[config.mk]
export PLATFORM = sky130hd
export DESIGN_NAME = round_pack_float64_flat
export DESIGN_NICKNAME = d
export VERILOG_FILES = /design/src/rtl/round_pack_float64_if.sv /design/src/rtl/round_pack_float64.sv /design/src/flat_wrapper.sv
export SDC_FILE = /design/constraint.sdc
export NUM_CORES = 1
export LEC_CHECK = 0
export CAP_MARGIN = 20
export CORE_UTILIZATION = 45
export CTS_BUF_LIST = sky130_fd_sc_hd__clkbuf_16
export CTS_CLUSTER_DIAMETER = 30
export DETAILED_ROUTE_END_ITERATION = 7
export GPL_TIMING_DRIVEN = 1
export PLACE_DENSITY = 0.77
export SLEW_MARGIN = 20
export SYNTH_ARGS = -nofsm -noshare
export SYNTH_HDL_FRONTEND = slang
export SYNTH_SLANG_ARGS = --single-unit
[constraint.sdc]
create_clock -name ap_clk -period 5 [get_ports ap_clk]
set_input_delay 0.5 -clock ap_clk [delete_from_list [all_inputs] [get_ports ap_clk]]
set_output_delay 0.5 -clock ap_clk [all_outputs]
set_load 0.01 [all_outputs]
[src/rtl/round_pack_float64_if.sv]
`default_nettype none
// ============================================================================
// Module   : round_pack_float64_if
// Brief    : ap_ctrl_hs handshake plus operand/result bundle for the
//            float64 round-and-pack stage.
// Revision : 1.0 - initial release
// ============================================================================
interface round_pack_float64_if #(
  parameter int SIG_W = 64,
  parameter int EXP_W = 12
);
  logic             ap_start;
  logic             ap_done;
  logic             ap_idle;
  logic             ap_ready;
  logic             zSign;
  logic [EXP_W-1:0] zExp;
  logic [SIG_W-1:0] zSig;
  logic             flags_clr;
  logic [63:0]      working_key;
  logic [63:0]      ap_return;
  logic [4:0]       exc_flags;

  modport master (
    output ap_start, zSign, zExp, zSig, flags_clr, working_key,
    input  ap_done, ap_idle, ap_ready, ap_return, exc_flags
  );

  modport slave (
    input  ap_start, zSign, zExp, zSig, flags_clr, working_key,
    output ap_done, ap_idle, ap_ready, ap_return, exc_flags
  );
endinterface
`default_nettype wire

[src/rtl/round_pack_float64.sv]
`default_nettype none
// ============================================================================
// Module   : round_pack_float64
// Brief    : Round-to-nearest-even and pack {sign, exp, sig} into IEEE-754
//            binary64, with overflow, subnormal jamming shift and sticky flags.
// Revision : 1.0 - initial release
// ============================================================================
module round_pack_float64 #(
  parameter int SIG_W     = 64,
  parameter int EXP_W     = 12,
  parameter int SHIFT_MAX = 64
) (
  input  wire logic             ap_clk,
  input  wire logic             ap_rst,
  round_pack_float64_if.slave   bus
);

  localparam int                      c_RSIG_W    = SIG_W - 9;
  localparam logic signed [EXP_W-1:0] c_EXP_OVF   = EXP_W'(2045);
  localparam logic [EXP_W-1:0]        c_SHIFT_MAX = EXP_W'(SHIFT_MAX);

  typedef enum logic [4:0] {
    S_IDLE  = 5'b00001,
    S_CHECK = 5'b00010,
    S_SHIFT = 5'b00100,
    S_ROUND = 5'b01000,
    S_DONE  = 5'b10000
  } state_t;

  state_t                   r_state;
  logic                     r_sign;
  logic signed [EXP_W-1:0]  r_exp;
  logic [SIG_W-1:0]         r_sig;
  logic [EXP_W-1:0]         r_cnt;
  logic                     r_tiny;
  logic                     r_ovf;
  logic                     r_done;
  logic [63:0]              r_ret;
  logic [4:0]               r_flags;

  logic [3:0]               w_key;
  logic [9:0]               w_rb;
  logic                     w_tie;
  logic                     w_inexact;
  logic [SIG_W:0]           w_sum;
  logic [c_RSIG_W-1:0]      w_rsig_raw;
  logic [c_RSIG_W-1:0]      w_rsig;
  logic [EXP_W-1:0]         w_rexp;
  logic [63:0]              w_packed;
  logic [63:0]              w_inf;
  logic                     w_ovf;
  logic [SIG_W-1:0]         w_sig_shr;
  logic [4:0]               w_new_flags;
  logic [63:0]              w_new_ret;

  assign w_key      = bus.working_key[3:0];

  // Rounding datapath: a 65-bit sum keeps the carry out of bit 63 visible.
  assign w_rb       = r_sig[9:0];
  assign w_tie      = (w_rb == 10'h200);
  assign w_inexact  = |w_rb;
  assign w_sum      = {1'b0, r_sig} + {{(SIG_W-9){1'b0}}, 10'h200};
  assign w_rsig_raw = w_sum[SIG_W:10];
  assign w_rsig     = w_rsig_raw & ~{{(c_RSIG_W-1){1'b0}}, w_tie};
  assign w_rexp     = (w_rsig == '0) ? '0 : r_exp;
  assign w_packed   = {r_sign, 63'b0} + {w_rexp, 52'b0}
                    + {{(64-c_RSIG_W){1'b0}}, w_rsig};
  assign w_inf      = {r_sign, 11'h7FF, 52'b0};

  assign w_ovf      = (r_exp > c_EXP_OVF) ||
                      ((r_exp == c_EXP_OVF) && w_sum[SIG_W-1]);

  // One-bit jamming shift: the bit falling off is folded back into bit 0.
  assign w_sig_shr  = {1'b0, r_sig[SIG_W-1:1]} | {{(SIG_W-1){1'b0}}, r_sig[0]};

  assign w_new_flags = r_ovf ? 5'b00101
                             : {2'b00, 1'b0, r_tiny & w_inexact, w_inexact};
  assign w_new_ret   = r_ovf ? w_inf : w_packed;

  always_ff @(posedge ap_clk or posedge ap_rst) begin
    if (ap_rst) begin
      r_state <= S_IDLE;
      r_sign  <= 1'b0;
      r_exp   <= '0;
      r_sig   <= '0;
      r_cnt   <= '0;
      r_tiny  <= 1'b0;
      r_ovf   <= 1'b0;
      r_done  <= 1'b0;
      r_ret   <= '0;
      r_flags <= '0;
    end else begin
      r_done <= 1'b0;
      if (bus.flags_clr) begin
        r_flags <= '0;
      end

      unique case (r_state)
        S_IDLE: begin
          if (bus.ap_start) begin
            r_sign  <= bus.zSign;
            r_exp   <= bus.zExp;
            r_sig   <= bus.zSig;
            r_tiny  <= 1'b0;
            r_ovf   <= 1'b0;
            r_state <= w_key[0] ? S_ROUND : S_CHECK;
          end
        end

        S_CHECK: begin
          if (w_key[1]) begin
            r_done  <= 1'b1;
            r_state <= S_DONE;
          end else if (w_ovf) begin
            r_ovf   <= 1'b1;
            r_state <= S_ROUND;
          end else if (r_exp[EXP_W-1]) begin
            r_cnt   <= EXP_W'(-r_exp);
            r_state <= S_SHIFT;
          end else begin
            r_state <= S_ROUND;
          end
        end

        S_SHIFT: begin
          if (w_key[2]) begin
            r_state <= S_ROUND;
          end else if (r_cnt >= c_SHIFT_MAX) begin
            r_sig   <= {{(SIG_W-1){1'b0}}, |r_sig};
            r_exp   <= '0;
            r_tiny  <= 1'b1;
            r_state <= S_ROUND;
          end else begin
            r_sig <= w_sig_shr;
            r_cnt <= r_cnt - EXP_W'(1);
            // cnt <= 1 also catches a zero count so the state can never stall.
            if (r_cnt <= EXP_W'(1)) begin
              r_exp   <= '0;
              r_tiny  <= 1'b1;
              r_state <= S_ROUND;
            end
          end
        end

        S_ROUND: begin
          if (w_key[3]) begin
            r_state <= S_IDLE;
          end else begin
            r_ret   <= w_new_ret;
            r_flags <= bus.flags_clr ? w_new_flags : (r_flags | w_new_flags);
            r_done  <= 1'b1;
            r_state <= S_DONE;
          end
        end

        S_DONE: begin
          r_state <= S_IDLE;
        end

        default: begin
          r_state <= S_IDLE;
        end
      endcase
    end
  end

  assign bus.ap_done   = r_done;
  assign bus.ap_ready  = r_done;
  assign bus.ap_idle   = (r_state == S_IDLE) && !bus.ap_start;
  assign bus.ap_return = r_ret;
  assign bus.exc_flags = r_flags;

endmodule
`default_nettype wire
[src/flat_wrapper.sv]
// flat-port wrapper written by rule: the top's interface ports become plain ports
module round_pack_float64_flat 
#(
  parameter int SIG_W     = 64,
  parameter int EXP_W     = 12,
  parameter int SHIFT_MAX = 64
)
  (ap_clk, ap_rst, bus_ap_start, bus_zSign, bus_zExp, bus_zSig, bus_flags_clr, bus_working_key, bus_ap_done, bus_ap_idle, bus_ap_ready, bus_ap_return, bus_exc_flags);
  round_pack_float64_if #(.SIG_W(SIG_W), .EXP_W(EXP_W)) bus_i ();
  input  wire logic ap_clk;
  input  wire logic ap_rst;
  input wire logic [$bits(bus_i.ap_start)-1:0] bus_ap_start;
  input wire logic [$bits(bus_i.zSign)-1:0] bus_zSign;
  input wire logic [$bits(bus_i.zExp)-1:0] bus_zExp;
  input wire logic [$bits(bus_i.zSig)-1:0] bus_zSig;
  input wire logic [$bits(bus_i.flags_clr)-1:0] bus_flags_clr;
  input wire logic [$bits(bus_i.working_key)-1:0] bus_working_key;
  output wire logic [$bits(bus_i.ap_done)-1:0] bus_ap_done;
  output wire logic [$bits(bus_i.ap_idle)-1:0] bus_ap_idle;
  output wire logic [$bits(bus_i.ap_ready)-1:0] bus_ap_ready;
  output wire logic [$bits(bus_i.ap_return)-1:0] bus_ap_return;
  output wire logic [$bits(bus_i.exc_flags)-1:0] bus_exc_flags;
  assign bus_i.ap_start = bus_ap_start;
  assign bus_i.zSign = bus_zSign;
  assign bus_i.zExp = bus_zExp;
  assign bus_i.zSig = bus_zSig;
  assign bus_i.flags_clr = bus_flags_clr;
  assign bus_i.working_key = bus_working_key;
  assign bus_ap_done = bus_i.ap_done;
  assign bus_ap_idle = bus_i.ap_idle;
  assign bus_ap_ready = bus_i.ap_ready;
  assign bus_ap_return = bus_i.ap_return;
  assign bus_exc_flags = bus_i.exc_flags;
  round_pack_float64 #(.SIG_W(SIG_W), .EXP_W(EXP_W), .SHIFT_MAX(SHIFT_MAX)) u_core (.ap_clk(ap_clk), .ap_rst(ap_rst), .bus(bus_i));
endmodule
==> results of run 1 <==
[cell usage in the layout (no fill, tap or decap), types with 6 or more instances in the layout]
master           netlist  final
dfrtp_1              165    164
clkdlybuf4s50_1        0    156
nand2_1              151    151
o21ai_0              119    119
a21oi_1               81     81
and3_1                66     66
nor2_1                52     52
buf_4                  1     50
nand4_1               40     40
xor2_1                37     37
nand3_1               33     33
nor3_1                32     32
nor4_1                33     30
xnor2_1               29     29
inv_1                 26     28
clkbuf_16              0     17
a22o_1                16     16
a211oi_1              12     11
o21a_1                10     10
or4_1                 11      9
and4_1                 9      9
and2_1                 8      8
nor2b_1                9      8
a31oi_1                8      8
nand2b_1               7      7
o21ai_1                7      7
ha_1                   8      7
or3_1                  6      6
o22a_1                 6      6
[logic make-up after synthesis]
| family | after synthesis | share of synthesized area (%) |
|---|---|---|
| DFF | 166 | 42.5 |
| xor gates and xnor gates | 66 | 5.91 |
| AOI/OAI and AO/OA | 302 | 18.4 |
| and+or+nand+nor | 483 | 25.9 |
| adders and majority gates | 9 | 1.23 |
| buffers and inverters | 135 | 5.40 |
| muxes | 6 | 0.640 |
[layer usage]
metal  vias to the layer above  global-route usage (%)
met4                         0                    10.0
met1                      4529                    39.6
met3                        67                    5.35
met5                         -                       0
li1                       4414                       -
met2                       456                    41.7
[where the power goes]
part | total [W] | switching [W] | internal [W]
Sequential | 0.00264 | 0.000686 | 0.00196
Combinational | 0.00318 | 0.00171 | 0.00147
Clock | 0.00124 | 0.000564 | 0.000676
[through the flow]
stage / hold WS, ns / setup WS [ns] / total power [W] / cell area (um2) / utilization [%]
floorplan: 0.461 / 0.0116 / 0.00444 / 9770 / -
global placement: 0.461 / 0.264 / 0.00564 / 11700 / 55.1
detailed placement: 0.463 / 0.216 / 0.00575 / 11700 / 55.1
CTS: 0.479 / 0.162 / 0.00700 / 12200 / 57.7
global route: 0.498 / -0.0690 / 0.00752 / 12300 / 58.0
finish: 0.475 / 0.233 / 0.00707 / 12300 / 58.0
[timing repair]
action / CTS / global route
hold buffers: 0 / 0
gates resized for setup: 0 / 10
endpoints found under the setup margin: 0 / 7
[state kept, by name, indices dropped and copies added (netlist names)]
| name | flops |
|---|---|
| u_core.bus.ap_done | 1 |
| u_core.bus.ap_return | 64 |
| u_core.r_ovf | 1 |
| u_core.r_sig | 64 |
| u_core.r_cnt | 12 |
| u_core.r_exp | 12 |
| u_core.r_state | 5 |
| u_core.r_sign | 1 |
| u_core.r_tiny | 1 |
| u_core.bus.exc_flags | 5 |
[final cells by class]
cell class              count  area [um2]
clock buffers              17         425
clock inverters            15         114
fillers                  1850        8880
inverters                  26         103
multi-input cells         866        5150
flip-flops and latches    166        4160
well taps                 275         344
repair buffers            208        1980
[cell usage after synthesis (6+ instances only)]
cell type,count
dfrtp_1,165
nand2_1,151
o21ai_0,119
clkbuf_1,89
a21oi_1,81
and3_1,66
nor2_1,52
nand4_1,40
xor2_1,37
nand3_1,33
nor4_1,33
nor3_1,32
xnor2_1,29
inv_1,26
a22o_1,16
buf_2,13
a211oi_1,12
or4_1,11
o21a_1,10
and4_1,9
nor2b_1,9
a31oi_1,8
and2_1,8
ha_1,8
nand2b_1,7
o21ai_1,7
o22a_1,6
or3_1,6
[worst min-delay path, delay by kind of cell (launching register included)]
family | cells | cell delay, ns
flip-flops | 1 | 0.34
AND/OR/NAND/NOR | 2 | 0.10
[final timing paths]
path / from / endpoint / slack [ns] / depth (start not counted)
max: u_core.r_sig[12]$_DFFE_PP0P_ / u_core.bus.ap_return[63]$_DFFE_PP0P_ / 0.23 / 17
min reg2reg: u_core.bus.ap_return[45]$_DFFE_PP0P_ / u_core.bus.ap_return[45]$_DFFE_PP0P_ / 0.48 / 2
min in group asynchronous: ap_rst / u_core.r_state[1]$_DFFE_PP0P_ / 0.57 / 2
max reg2reg: u_core.r_sig[12]$_DFFE_PP0P_ / u_core.bus.ap_return[63]$_DFFE_PP0P_ / 0.23 / 17
min: u_core.bus.ap_return[45]$_DFFE_PP0P_ / u_core.bus.ap_return[45]$_DFFE_PP0P_ / 0.48 / 2
max in group asynchronous: ap_rst / u_core.r_sig[9]$_DFFE_PP0P_ / 3.51 / 3
==> run summary, run 1 <==
CP Class - flip-flop to flip-flop
DRT antenna net count - 0
Lkg Pwr - 5.09 nW
share of layout cells above drive strength 1 - 8.55%
Placeable Area - 21200 um2
via count - 9466
drt first pass iters - 6
Die Y - 149 um
register area share after synthesis - 42.5%
Async SR Flop Fraction - 100%
starting density of the core - 46.2%
final hold viol count - 0
final wirelength - 30200 um
Max Fanout on Critical Path - 11
EDFF count, synth - 0
initial antenna violation count - 0
Setup Skew - 0.0152 ns
placed cells - 1540
area leader, netlist - dfrtp_1
pin count of the biggest net entering global routing - 129
fmax - 210 MHz
WP data arrival - 5.09 ns
Worst Max-Slew Pin Slew - 0.984 ns
period utilization - 95.3%
Starting DRT DRC Count - 983
status - finished, final reports clean
diodes inserted - 0
TritonCTS clock tree - yes
vias in the first global route - 8832
Period minus WS final - 4.77 ns
syn_area_per_cell - 8.37 um2
Final nets - 1439
CP endpoint kind - flip-flop
area grow syn2layout - 25.6%
Worst path max stage delay - 0.57 ns
Boundary Pins - 217
gr ovfl total - 0
clock sinks - 166
Met3 Wirelength - 2470 um
post-synthesis register bit count - 166
cells along the critical path - nand4_1 > buf_4 > nor4_2 > nand4_1 > mux2i_1 > nand4_1 > or4_1 > nor4_2 > buf_4 > nor2b_1 > ha_1 > a21oi_1 > or2_2 > nor2_1 > xor2_1 > a21oi_1 > a211o_1
Die X - 149 um
met2 wire len - 13700 um
Synth top area share - 42.2%
Final Setup Violations - 0
# port buffers - 156
DRC Markers - 0
Pwr Density - 576 nW/um2
Distinct cells, synth - 67
Hold WC Path Type - flip-flop to flip-flop
detailed placement HPWL - 21100 um
clk root buf - clkbuf_16
row count - 53
clk_lat worst skew - 0.44 ns
WL per Instance - 19.2 um
first-pass GRT wire length - 47800 um
post-synthesis net count - 1321
Synth area leaders - dfrtp_1 42%, o21ai_0 6.1%, nand2_1 5.8%
wl on met1 - 13200 um
Final Max Tran Viols - 0
Cells after Synth - 1167
max cap viols - 0
gpl congestion - 0.944
clock-pin slew on the worst setup and hold paths - 0.07 ns
clk buf depth - 2
post-synthesis cell area - 9770 um2
worst vdd ir - 0.000263 V
Critical Path Most Common Cell - nand4_1
TNS Setup - 0 ns
DR vias/cell - 6.02
setup bufs post-CTS - 0
Synth warnings - 0
WP buf/inv - 2
CP startpoint kind - flip-flop
GRT Util Overall - 27.8%
Post-Layout Cell Count - 1573
Slew HR - 34.4%
Worst Path Required - 5.32 ns
TritonCTS Buffers - 17
most used flip-flop cell after synthesis - dfrtp_1
max layer used - met4
htree depth - 4
highest-delay cell along the critical path - nor4_2
full die area - 22300 um2
CP top delay family - simple AND/OR/NAND/NOR gates
(Power assumes the default switching activity.)
==> inputs of run 2 (changes only) <==
Settings changed: CTS_CLUSTER_DIAMETER 30 to 40, SETUP_SLACK_MARGIN set to 0.05.
==> run 2 against run 1 <==
Net effect: design area grew 0.57%; highest routed layer unchanged; worst hold slack lost 0.00056 ns; clock power grew 12%; fmax grew 0.90%; wire length shrank 0.74%; sequential share of layout area shrank 0.18 points.
==> run summary, run 2 (same netlist as run 1, synthesis figures left out) <==
share of layout cells above drive strength 1 - 8.94%
htree depth - 4
CP startpoint kind - flip-flop
full die area - 22300 um2
Register Area - 4160 um2
DR vias/cell - 6.00
CP top delay family - simple AND/OR/NAND/NOR gates
FF-to-FF End - u_core.bus.ap_return[63]$_DFFE_PP0P_
clock sinks - 166
DRT antenna net count - 0
vias in the first global route - 8739
Period minus WS final - 4.72 ns
initial antenna violation count - 0
cells along the critical path - buf_4 > nand3_1 > nor4_2 > nand4_1 > mux2i_1 > nand4_1 > or4_1 > nor4_2 > nand2b_1 > inv_1 > ha_1 > a21o_1 > a21oi_1 > or2_2 > nor2_1 > xor2_1 > nand3_1 > mux2i_1 > a211o_1
CP Class - flip-flop to flip-flop
area grow syn2layout - 26.3%
# port buffers - 156
R2R depth - 19
GRT Util Overall - 27.3%
CP startpoint - u_core.r_sig[16]$_DFFE_PP0P_
Setup Skew - 0.00716 ns
first-pass GRT wire length - 47300 um
clk_lat worst skew - 0.44 ns
WP data arrival - 5.04 ns
Setup crit end - u_core.bus.ap_return[63]$_DFFE_PP0P_
Placeable Area - 21200 um2
Die X - 149 um
final wirelength - 30000 um
clk root buf - clkbuf_16
TritonCTS Buffers - 17
Finished Core Util - 58.3%
DRC Markers - 0
max cap viols - 0
Final nets - 1439
Worst path max stage delay - 0.55 ns
Worst Path Required - 5.32 ns
Placed Area - 11700 um2
CP endpoint kind - flip-flop
starting density of the core - 46.2%
RSZ-0062 raised after global routing - false
WP buf/inv - 2
pin count of the biggest net entering global routing - 91
TritonCTS clock tree - yes
drt first pass iters - 5
Hold-fix buffers, CTS - 0
period utilization - 94.5%
Max Fanout on Critical Path - 7
Boundary Pins - 217
final hold viol count - 0
Slew HR - 32.0%
via count - 9427
clk buf depth - 2
Hold Path Origin - u_core.bus.ap_return[51]$_DFFE_PP0P_
TNS Setup - 0 ns
multi-input logic area - 5160 um2
gpl congestion - 0.956
Final Max Tran Viols - 0
worst vdd ir - 0.000260 V
detailed placement HPWL - 21000 um
gr ovfl total - 0
diodes inserted - 0
fmax - 212 MHz
Lkg Pwr - 5.11 nW
Worst R2R Start - u_core.r_sig[16]$_DFFE_PP0P_
Final Setup Violations - 0
most frequent cells in the layout - 163 x dfrtp_1, 156 x clkdlybuf4s50_1, 151 x nand2_1
Worst Max-Slew Pin Slew - 1.02 ns
commonest non-fill, non-tap cell in the layout - dfrtp_1
WL per Instance - 19.1 um
Hold WC Path Type - flip-flop to flip-flop
r2r setup slk - 0.28 ns
Fillers - 1833
Starting DRT DRC Count - 858
total stage count of the critical path - 19
highest-delay cell along the critical path - nor4_2
row count - 53
fin area - 12300 um2
worst hold-check slack - 0.475 ns
clock-pin slew on the worst setup and hold paths - 0.07 ns
Pwr Density - 582 nW/um2
Die Y - 149 um
hold path depth - 2
status - finished, final reports clean
-- run 2: area by class of cell --
cell class                 instances  share of cell area [%]
multi-input combinational        866                    41.8
inverter                          26                   0.821
sequential                       166                    33.7
clock buffer                      17                    3.45
timing repair buffer             208                    15.9
tap                              275                    2.79
clock inverter                    14                    1.49
-- run 2: power breakdown --
part | internal (W) | switching, W
Clock | 0.000830 | 0.000557
Sequential | 0.00196 | 0.000669
Combinational | 0.00146 | 0.00171
-- run 2: metal layers --
layer | share of wire (%) | global-route usage, %
met5 | 0 | 0
met4 | 2.8 | 10.5
met3 | 8.1 | 4.59
met2 | 45 | 40.6
met1 | 44 | 39.6
-- run 2: repair_timing --
item	4_1_cts	5_1_grt
setup endpoints to repair	0	6
setup buffers	0	0
gates resized for setup	0	13
-- run 2: worst register-to-register path, stage by stage (launching register included) --
cell	delay [ns]
dfrtp_1	0.47
buf_4	0.20
nand3_1	0.24
nor4_2	0.55
nand4_1	0.26
mux2i_1	0.21
nand4_1	0.14
or4_1	0.53
nor4_2	0.35
nand2b_1	0.20
inv_1	0.06
ha_1	0.28
a21o_1	0.18
a21oi_1	0.18
or2_2	0.15
nor2_1	0.04
xor2_1	0.14
nand3_1	0.10
mux2i_1	0.07
a211o_1	0.26
-- run 2: worst min path at each step --
stage / endpoint / slack, ns
after floorplan: u_core.r_sig[0]$_DFFE_PP0P_ / 0.46
after global placement: u_core.bus.ap_return[25]$_DFFE_PP0P_ / 0.46
after detailed placement: u_core.bus.ap_return[50]$_DFFE_PP0P_ / 0.46
after CTS: u_core.bus.ap_return[50]$_DFFE_PP0P_ / 0.48
after global routing: u_core.bus.ap_return[43]$_DFFE_PP0P_ / 0.50
final: u_core.bus.ap_return[51]$_DFFE_PP0P_ / 0.47
-- run 2: stage by stage --
step	power (W)	instances	setup slack, ns
after floorplan	0.00444	1167	0.249
after global placement	0.00564	1541	0.278
after detailed placement	0.00574	1541	0.193
after CTS	0.00714	1572	0.180
after global routing	0.00764	1572	0.0416
final	0.00718	1572	0.275
